## config.mk

```make
export PLATFORM = sky130hd
export DESIGN_NAME = fetch_instruction_queue_super
export DESIGN_NICKNAME = d
export VERILOG_FILES = /design/src/rtl/fetch_instruction_queue_super.sv
export SDC_FILE = /design/constraint.sdc
export NUM_CORES = 2
export LEC_CHECK = 0
export BUFFER_PORTS_ARGS = -buffer_cell sky130_fd_sc_hd__buf_2
export CAP_MARGIN = 20
export CELL_PAD_IN_SITES_DETAIL_PLACEMENT = 1
export CELL_PAD_IN_SITES_GLOBAL_PLACEMENT = 2
export CORE_MARGIN = 2
export CORE_UTILIZATION = 30
export CTS_CLUSTER_SIZE = 20
export DETAILED_ROUTE_END_ITERATION = 8
export GPL_TIMING_DRIVEN = 0
export HOLD_SLACK_MARGIN = 0.1
export MAX_ROUTING_LAYER = met4
export PLACE_DENSITY = 0.76
export REMOVE_ABC_BUFFERS = 1
export SYNTH_ARGS = -nofsm -noshare
export SYNTH_HDL_FRONTEND = slang
export SYNTH_SLANG_ARGS = --single-unit
```

## constraint.sdc

```tcl
create_clock -name clk -period 13.16 [get_ports clk]
set_input_delay 0 -clock clk [delete_from_list [all_inputs] [get_ports clk]]
set_output_delay 0 -clock clk [all_outputs]
set_load 0.02 [all_outputs]
```

## src/rtl/fetch_instruction_queue_super.sv

```systemverilog
// fetch_instruction_queue_super
//   3-wide instruction buffer between the superscalar fetch stage (with its
//   jump controller) and decode/rename. Accepts up to three fetched
//   instructions per cycle and presents the oldest three in program order.
//   A flush discards everything that is buffered.
//
// Ports
//   clk              rising-edge clock
//   reset            asynchronous, active-low reset
//   flush_i          discard all entries (highest priority)
//   in_valid_k       fetch lane k valid (k = 0..2, lane 0 oldest)
//   in_pc_k          fetch lane k PC
//   in_instr_k       fetch lane k instruction
//   in_taken_k       fetch lane k predicted-taken flag
//   fetch_ready_o    at least three free entries (registered occupancy)
//   out_valid_k      k-th oldest entry valid
//   out_pc_k         k-th oldest entry PC
//   out_instr_k      k-th oldest entry instruction
//   out_taken_k      k-th oldest entry predicted-taken flag
//   dequeue_count_i  entries consumed by decode this cycle (0..3)
//   occupancy_o      number of valid entries (0..DEPTH)

module fetch_instruction_queue_super #(
    parameter int size  = 32,
    parameter int DEPTH = 8
) (
    input  logic                     clk,
    input  logic                     reset,
    input  logic                     flush_i,

    input  logic                     in_valid_0,
    input  logic                     in_valid_1,
    input  logic                     in_valid_2,
    input  logic [size-1:0]          in_pc_0,
    input  logic [size-1:0]          in_pc_1,
    input  logic [size-1:0]          in_pc_2,
    input  logic [size-1:0]          in_instr_0,
    input  logic [size-1:0]          in_instr_1,
    input  logic [size-1:0]          in_instr_2,
    input  logic                     in_taken_0,
    input  logic                     in_taken_1,
    input  logic                     in_taken_2,

    output logic                     fetch_ready_o,

    output logic                     out_valid_0,
    output logic                     out_valid_1,
    output logic                     out_valid_2,
    output logic [size-1:0]          out_pc_0,
    output logic [size-1:0]          out_pc_1,
    output logic [size-1:0]          out_pc_2,
    output logic [size-1:0]          out_instr_0,
    output logic [size-1:0]          out_instr_1,
    output logic [size-1:0]          out_instr_2,
    output logic                     out_taken_0,
    output logic                     out_taken_1,
    output logic                     out_taken_2,

    input  logic [1:0]               dequeue_count_i,
    output logic [$clog2(DEPTH):0]   occupancy_o
);

    localparam int PTR_W = $clog2(DEPTH);
    localparam int LANES = 3;

    typedef struct packed {
        logic [size-1:0] pc;
        logic [size-1:0] instr;
        logic            taken;
    } entry_t;

    entry_t           mem [DEPTH];
    entry_t           lane_in  [LANES];
    entry_t           lane_out [LANES];

    logic [PTR_W-1:0] head;
    logic [PTR_W-1:0] tail;
    logic [PTR_W:0]   occupancy;
    logic             fetch_ready;
    logic [1:0]       enq_cnt;
    logic [1:0]       deq_eff;

    // Lane packing keeps the write loop uniform across the three lanes.
    always_comb begin
        lane_in[0] = '{pc: in_pc_0, instr: in_instr_0, taken: in_taken_0};
        lane_in[1] = '{pc: in_pc_1, instr: in_instr_1, taken: in_taken_1};
        lane_in[2] = '{pc: in_pc_2, instr: in_instr_2, taken: in_taken_2};
    end

    // Room for a whole 3-lane group, judged on registered occupancy only so
    // a same-cycle dequeue never opens the gate.
    assign fetch_ready = (occupancy <= (PTR_W+1)'(DEPTH - LANES));

    // Lanes are accepted contiguously from lane 0; the first invalid lane
    // truncates the group.
    always_comb begin
        enq_cnt = '0;
        if (fetch_ready && !flush_i && in_valid_0) begin
            enq_cnt = 2'd1;
            if (in_valid_1) begin
                enq_cnt = 2'd2;
                if (in_valid_2) begin
                    enq_cnt = 2'd3;
                end
            end
        end
    end

    // Requests beyond what is buffered are clipped. When clipping occurs,
    // occupancy is below 3 so its low two bits hold the full value.
    always_comb begin
        deq_eff = dequeue_count_i;
        if (occupancy < (PTR_W+1)'(dequeue_count_i)) begin
            deq_eff = occupancy[1:0];
        end
    end

    always_ff @(posedge clk or negedge reset) begin
        if (!reset) begin
            head      <= '0;
            tail      <= '0;
            occupancy <= '0;
        end else if (flush_i) begin
            head      <= '0;
            tail      <= '0;
            occupancy <= '0;
        end else begin
            head      <= head + PTR_W'(deq_eff);
            tail      <= tail + PTR_W'(enq_cnt);
            occupancy <= occupancy + (PTR_W+1)'(enq_cnt) - (PTR_W+1)'(deq_eff);
        end
    end

    // Storage is deliberately not reset; validity is carried by occupancy.
    always_ff @(posedge clk) begin
        for (int unsigned k = 0; k < LANES; k++) begin
            if (k < 32'(enq_cnt)) begin
                mem[tail + PTR_W'(k)] <= lane_in[k];
            end
        end
    end

    always_comb begin
        for (int unsigned k = 0; k < LANES; k++) begin
            lane_out[k] = mem[head + PTR_W'(k)];
        end
    end

    assign fetch_ready_o = fetch_ready;
    assign occupancy_o   = occupancy;

    assign out_valid_0 = (occupancy > (PTR_W+1)'(0));
    assign out_valid_1 = (occupancy > (PTR_W+1)'(1));
    assign out_valid_2 = (occupancy > (PTR_W+1)'(2));

    assign out_pc_0    = lane_out[0].pc;
    assign out_pc_1    = lane_out[1].pc;
    assign out_pc_2    = lane_out[2].pc;
    assign out_instr_0 = lane_out[0].instr;
    assign out_instr_1 = lane_out[1].instr;
    assign out_instr_2 = lane_out[2].instr;
    assign out_taken_0 = lane_out[0].taken;
    assign out_taken_1 = lane_out[1].taken;
    assign out_taken_2 = lane_out[2].taken;

endmodule

```

# ---- Word-level counts from Yosys, hierarchy flattened
# Memories as Yosys holds them, arrays and structs flattened.
# Cells that the tools add are included.
dict set report op_classes {
  addsub 8
  n_lt_le_gt_ge 8
  muxes 13
  reduce_logical 3
}
# cell n
set ops {}
lappend ops {{4-bit by 1-bit > comparator with 1-bit output (second input constant)} 2}
lappend ops {{1-bit 2-to-1 mux} 7}
lappend ops {{3-bit by 1-bit adder with 3-bit output (second input constant)} 2}
lappend ops {{3-bit by 2-bit adder with 3-bit output} 2}
lappend ops {{3-bit by 2-bit adder with 3-bit output (second input constant)} 2}
lappend ops {{2-bit 2-to-1 mux} 3}
lappend ops {{3-bit 2-to-1 mux} 2}
lappend ops {{4-bit by 2-bit adder with 4-bit output} 1}
lappend ops {{4-bit by 2-bit > comparator with 1-bit output (second input constant)} 1}
lappend ops {{4-bit by 3-bit <= comparator with 1-bit output (second input constant)} 1}
lappend ops {{1-bit by 2-bit less-than comparator with 1-bit output (first input constant)} 2}
lappend ops {{4-bit by 2-bit less-than comparator with 1-bit output} 1}
lappend ops {{4-bit 2-to-1 mux} 1}
lappend ops {{4-bit by 2-bit subtractor with 4-bit output} 1}
lappend ops {{1-bit logical AND} 2}
lappend ops {{2-bit less-than comparator (first input constant)} 1}
lappend ops {{1-bit logical NOT} 1}
dict set report totals {
  ff_bits 10
  ramBits 520
  wordCells 36
  memories 1
}
# name depth width read_ports rd_ports_with_merged_regs write_ports line
set memory_table {}
lappend memory_table {mem 8 65 3 0 3 72} ;# entry_t mem [DEPTH];

# ---- Logic depth before layout (Yosys ltp)
dict set report depth {
  word_depth 7
  mapped_depth 16
}

# ---- Worst setup path before layout
# Ideal clock, no wire load.
dict set report synth_path {
  path_type {reg-to-reg}
  from {reg occupancy[3], in the netlist occupancy_o[3]}
  to {mem mem[2][0] in the netlist's numbering, enable pin}
  t_arrival_ns 8.912
  required_time_ns 12.449
  setup_slack_ns 3.537
  stages_incl_launch_ff 9
  period_less_slack_ns 9.623
  path_cell_list {dfrtp_1 > inv_1 > ha_1 > nand2_1 > and3_1 > clkbuf_1 > buf_2 > nand2_1 > o311ai_0}
}
# item line
set synth_lines {}
lappend synth_lines {{start: declaration} 78} ;# logic [PTR_W:0] occupancy;
lappend synth_lines {{start signal: assignment} 130} ;# occupancy <= occupancy + (PTR_W+1)'(enq_cnt) - (PTR_W+1)'(deq_eff);
lappend synth_lines {{end: declaration} 72}

==> impl_metrics.csv <==
group,metric,value,unit
place,hpwl,137000,um
floorplanning,die_w,373,um
synth,synth_xor_area_share,0.214,%
synth,synthSimpleGateAreaFrac,18.2,%
timing,grt_setup_unrepaired,"no",
timing,max_slew_margin,24.0,%
pwr,p_int,5.16,mW
synth,synth_top_area_share,38.1,%
route,drt_first_pass_iters,5,
worst_setup_path,worstSetupStartpointType,"register",
clock_tree,numCtsBuffers,72,
synth,synthTopCellsByArea,"edfxtp_1 (38%), mux4_2 (11%), o21ai_0 (9.1%)",
synth,ys_warn_count,0,
timing,fin_crit_sh,43.9,%
route,via_per_inst,6.53,
grt,grt_pass1_vias,44300,
worst_setup_path,arrival,6.17,ns
place,routabilityCongestion,0.774,
clock_tree,clk_pin_slew,0.06,ns
floorplanning,core_area,0.135,mm2
grt,grt_use_met1,40.8,%
final_layout,layout.cells.non_filler,6654,
synth,synth-compound-area-share,18.3,%
route,antenna_left,0,
clock_tree,clk-insertion-delay-late,0.65,ns
route,drtIter0Drc,4860,
timing,setup_ws,7.38,ns
timing,hold_viol_final,0,
place,placed_cells,6171,
timing,finClkSkew,0.0157,ns
timing,drv_slew,0,
worst_setup_path,required,13.55,ns
grt,grt_use_met2,47.5,%
pwr,max-vdd-ir-drop,128,uV
place,dp_slack,7.60,ns
worst_setup_path,cp-end-kind,"register",
pwr,power_per_cell_area,179,mW/mm2
grt,top_usage_layer,"met2",
synth,syn-instance-count,4380,
clock_tree,htreeDepth,3,
synth,synthArstFlopShare,1.89,%
floorplanning,num_rows,135,
floorplanning,start_util,30.2,%
synth,synth.area.mux_share,17.8,%
timing,max_freq,173,MHz
clock_tree,cts_tree,"yes",
final_layout,finalInstanceArea,0.0526,mm2
floorplanning,dieArea,0.139,mm2
clock_tree,clkSinkCount,530,
synth,synth_fa_ha_area_share,0.532,%
grt,grt_pass1_wl,313000,um
final_layout,fillCellCount,15300,
floorplanning,io_pins,406,
route,totalWireLength,218000,um
grt,use_met3,5.78,%
grt,antenna_found_initial,23,
route,wl_per_cell,32.7,um
synth,netlist_area,0.0409,mm2
route,vias,43500,
grt,gr-usage-all-layers,31.0,%
worst_setup_path,path_class,"reg -> reg",
pwr,p_switching,4.24,mW
pwr,swShare,45.1,%
final_layout,final_nets,5016,
final_layout,syn_to_final_growth,28.4,%
synth,yosysSeqAreaShare,38.8,%
synth,ys.flop_type,"edfxtp_1",
timing,final-setup-viol-count,0,
pwr,clkPwrFrac,20.3,%
job,drv_cap,0,
grt,grt_overflow,0,
grt,grt_max_degree,101,
synth,yosysUniqueCellTypes,51,
synth,yosys_register_bits,530,
pwr,pwr-share-comb,57.4,%
clock_tree,clockRootBuffer,"clkbuf_16",
synth,synth_area_leader_cell,"edfxtp_1",
worst_setup_path,ff2ff_setup_slack,7.38,ns
synth,synth-edff-count,520,
timing,hold_slack,0.191,ns
synth,synth_top_family_by_area,"compound AO/OA/AOI/OAI gates",
pwr,seqPwrFrac,22.3,%
timing,period_needed,5.78,ns
clock_tree,cts_buffer_depth,3,
hold_path,hp-class,"in -> reg",
timing,worst_pin_slew,1.14,ns
route,drc,0,
worst_setup_path,cp_max_fo,47,
place,post_dp_cell_area,0.0470,mm2
outcome,status,"finished, final reports clean",
place,port_buffers,405,
floorplanning,die_h,373,um
final_layout,drive_gt1_share,24.2,%
synth,synth_area_per_cell,9.35,um2
pwr,p_leak,15.9,nW
## registers in the layout, summed over array words and instances (netlist names)
name,flops
tail,3
occupancy_o,4
mem,520
head,3
## cell families after synthesis
family,count (synthesis)
compound gates,1317
xor+xnor,7
fa+ha+maj,15
buf+inv,642
flops,530
mux,458
simple gates,1411
## power by group through the flow
stage          logic, mW  clock network (mW)  registers, mW
3_5_place_dp        5.24                   0           2.13
6_report            5.39                1.91           2.10
3_3_place_gp        5.47                   0           2.59
2_1_floorplan       3.50                   0           2.38
5_1_grt             5.66                1.98           2.11
4_1_cts             5.36                1.92           2.10
## area by class of cell
cell class | instances | area, um2 | area share (%)
clock inverter | 39 | 233 | 0.443
inverter | 13 | 48.8 | 0.0928
antenna | 20 | 50.0 | 0.0952
multi-input combinational | 3208 | 22800 | 43.3
tap | 1781 | 2230 | 4.24
clock buffer | 90 | 1930 | 3.68
sequential | 530 | 15900 | 30.2
timing repair buffer | 973 | 9410 | 17.9
## layout by cell type, fill, tap and decap left out, types with 195 or more instances in the layout
master and n:
dlygate4sd3_1 333, o21ai_0 746, nand2_1 221, mux2_2 197, a31oi_1 449, nand3_1 197
nor3_1 465, or3_1 276, edfxtp_1 520, buf_2 404, mux4_2 195
## path summary, 6_finish.rpt
path                                     startpoint                  endpoint  cells after the start
max                               tail[0]$_DFF_PN0_      mem[6][56]$_DFFE_PP_                     13
min                                      in_valid_0      mem[6][31]$_DFFE_PP_                      5
max reg2reg                       tail[0]$_DFF_PN0_      mem[6][56]$_DFFE_PP_                     13
min reg2reg                occupancy_o[0]$_DFF_PN0_  occupancy_o[0]$_DFF_PN0_                      2
max in group asynchronous                     reset         head[0]$_DFF_PN0_                      3
min in group asynchronous                     reset         head[2]$_DFF_PN0_                      3
## per-layer routing
layer	vias to the layer above	wire, um
li1	18000	-
met1	22200	88300
met2	2671	98800
met3	528	22200
met4	0	8270
met5	-	0
## cell usage after synthesis, drive strengths merged (2+ instances only)
cell type / instances
ha: 11
nor2: 57
or3: 276
nand3: 205
buf: 195
xnor2: 4
o211ai: 2
a31oi: 449
o311ai: 4
dfrtp: 10
or2: 12
clkbuf: 434
and3b: 2
a2bb2oi: 71
nand2b: 3
mux2i: 66
mux4: 195
nor2b: 7
edfxtp: 520
o21ai: 781
nand2: 226
o32a: 6
fa: 4
nor3: 468
and3: 6
or4: 28
nand4b: 49
mux2: 197
nand4: 66
and2: 2
xor2: 3
inv: 12
## through the flow
step | setup TNS [ns] | util [%] | power, mW
after global routing | 0 | 38.8 | 9.75
after global placement | - | 31.5 | 8.06
after floorplan | -710.66 | - | 5.88
after detailed placement | 0 | 34.7 | 7.37
final | 0 | 38.8 | 9.40
after CTS | 0 | 38.7 | 9.38
## worst max-delay path, cell delays in order, from the launching register on
cell and delay, ns:
dfrtp_4 0.66, buf_16 0.35, buf_16 0.29, clkinv_1 0.55, nand3_4 0.61, buf_16 0.34, buf_12 0.25, or2_4 0.73
buf_16 0.33, o311ai_2 0.32, buf_4 0.27, buf_4 0.20, buf_4 0.20, buf_4 0.21
## what timing repair did
item	4_1_cts	5_1_grt
hold buffers	333	0
endpoints found under the hold margin	540	0
gates resized for setup	0	0
setup buffers	0	0
Note: power is estimated with default switching activity, not from simulation.
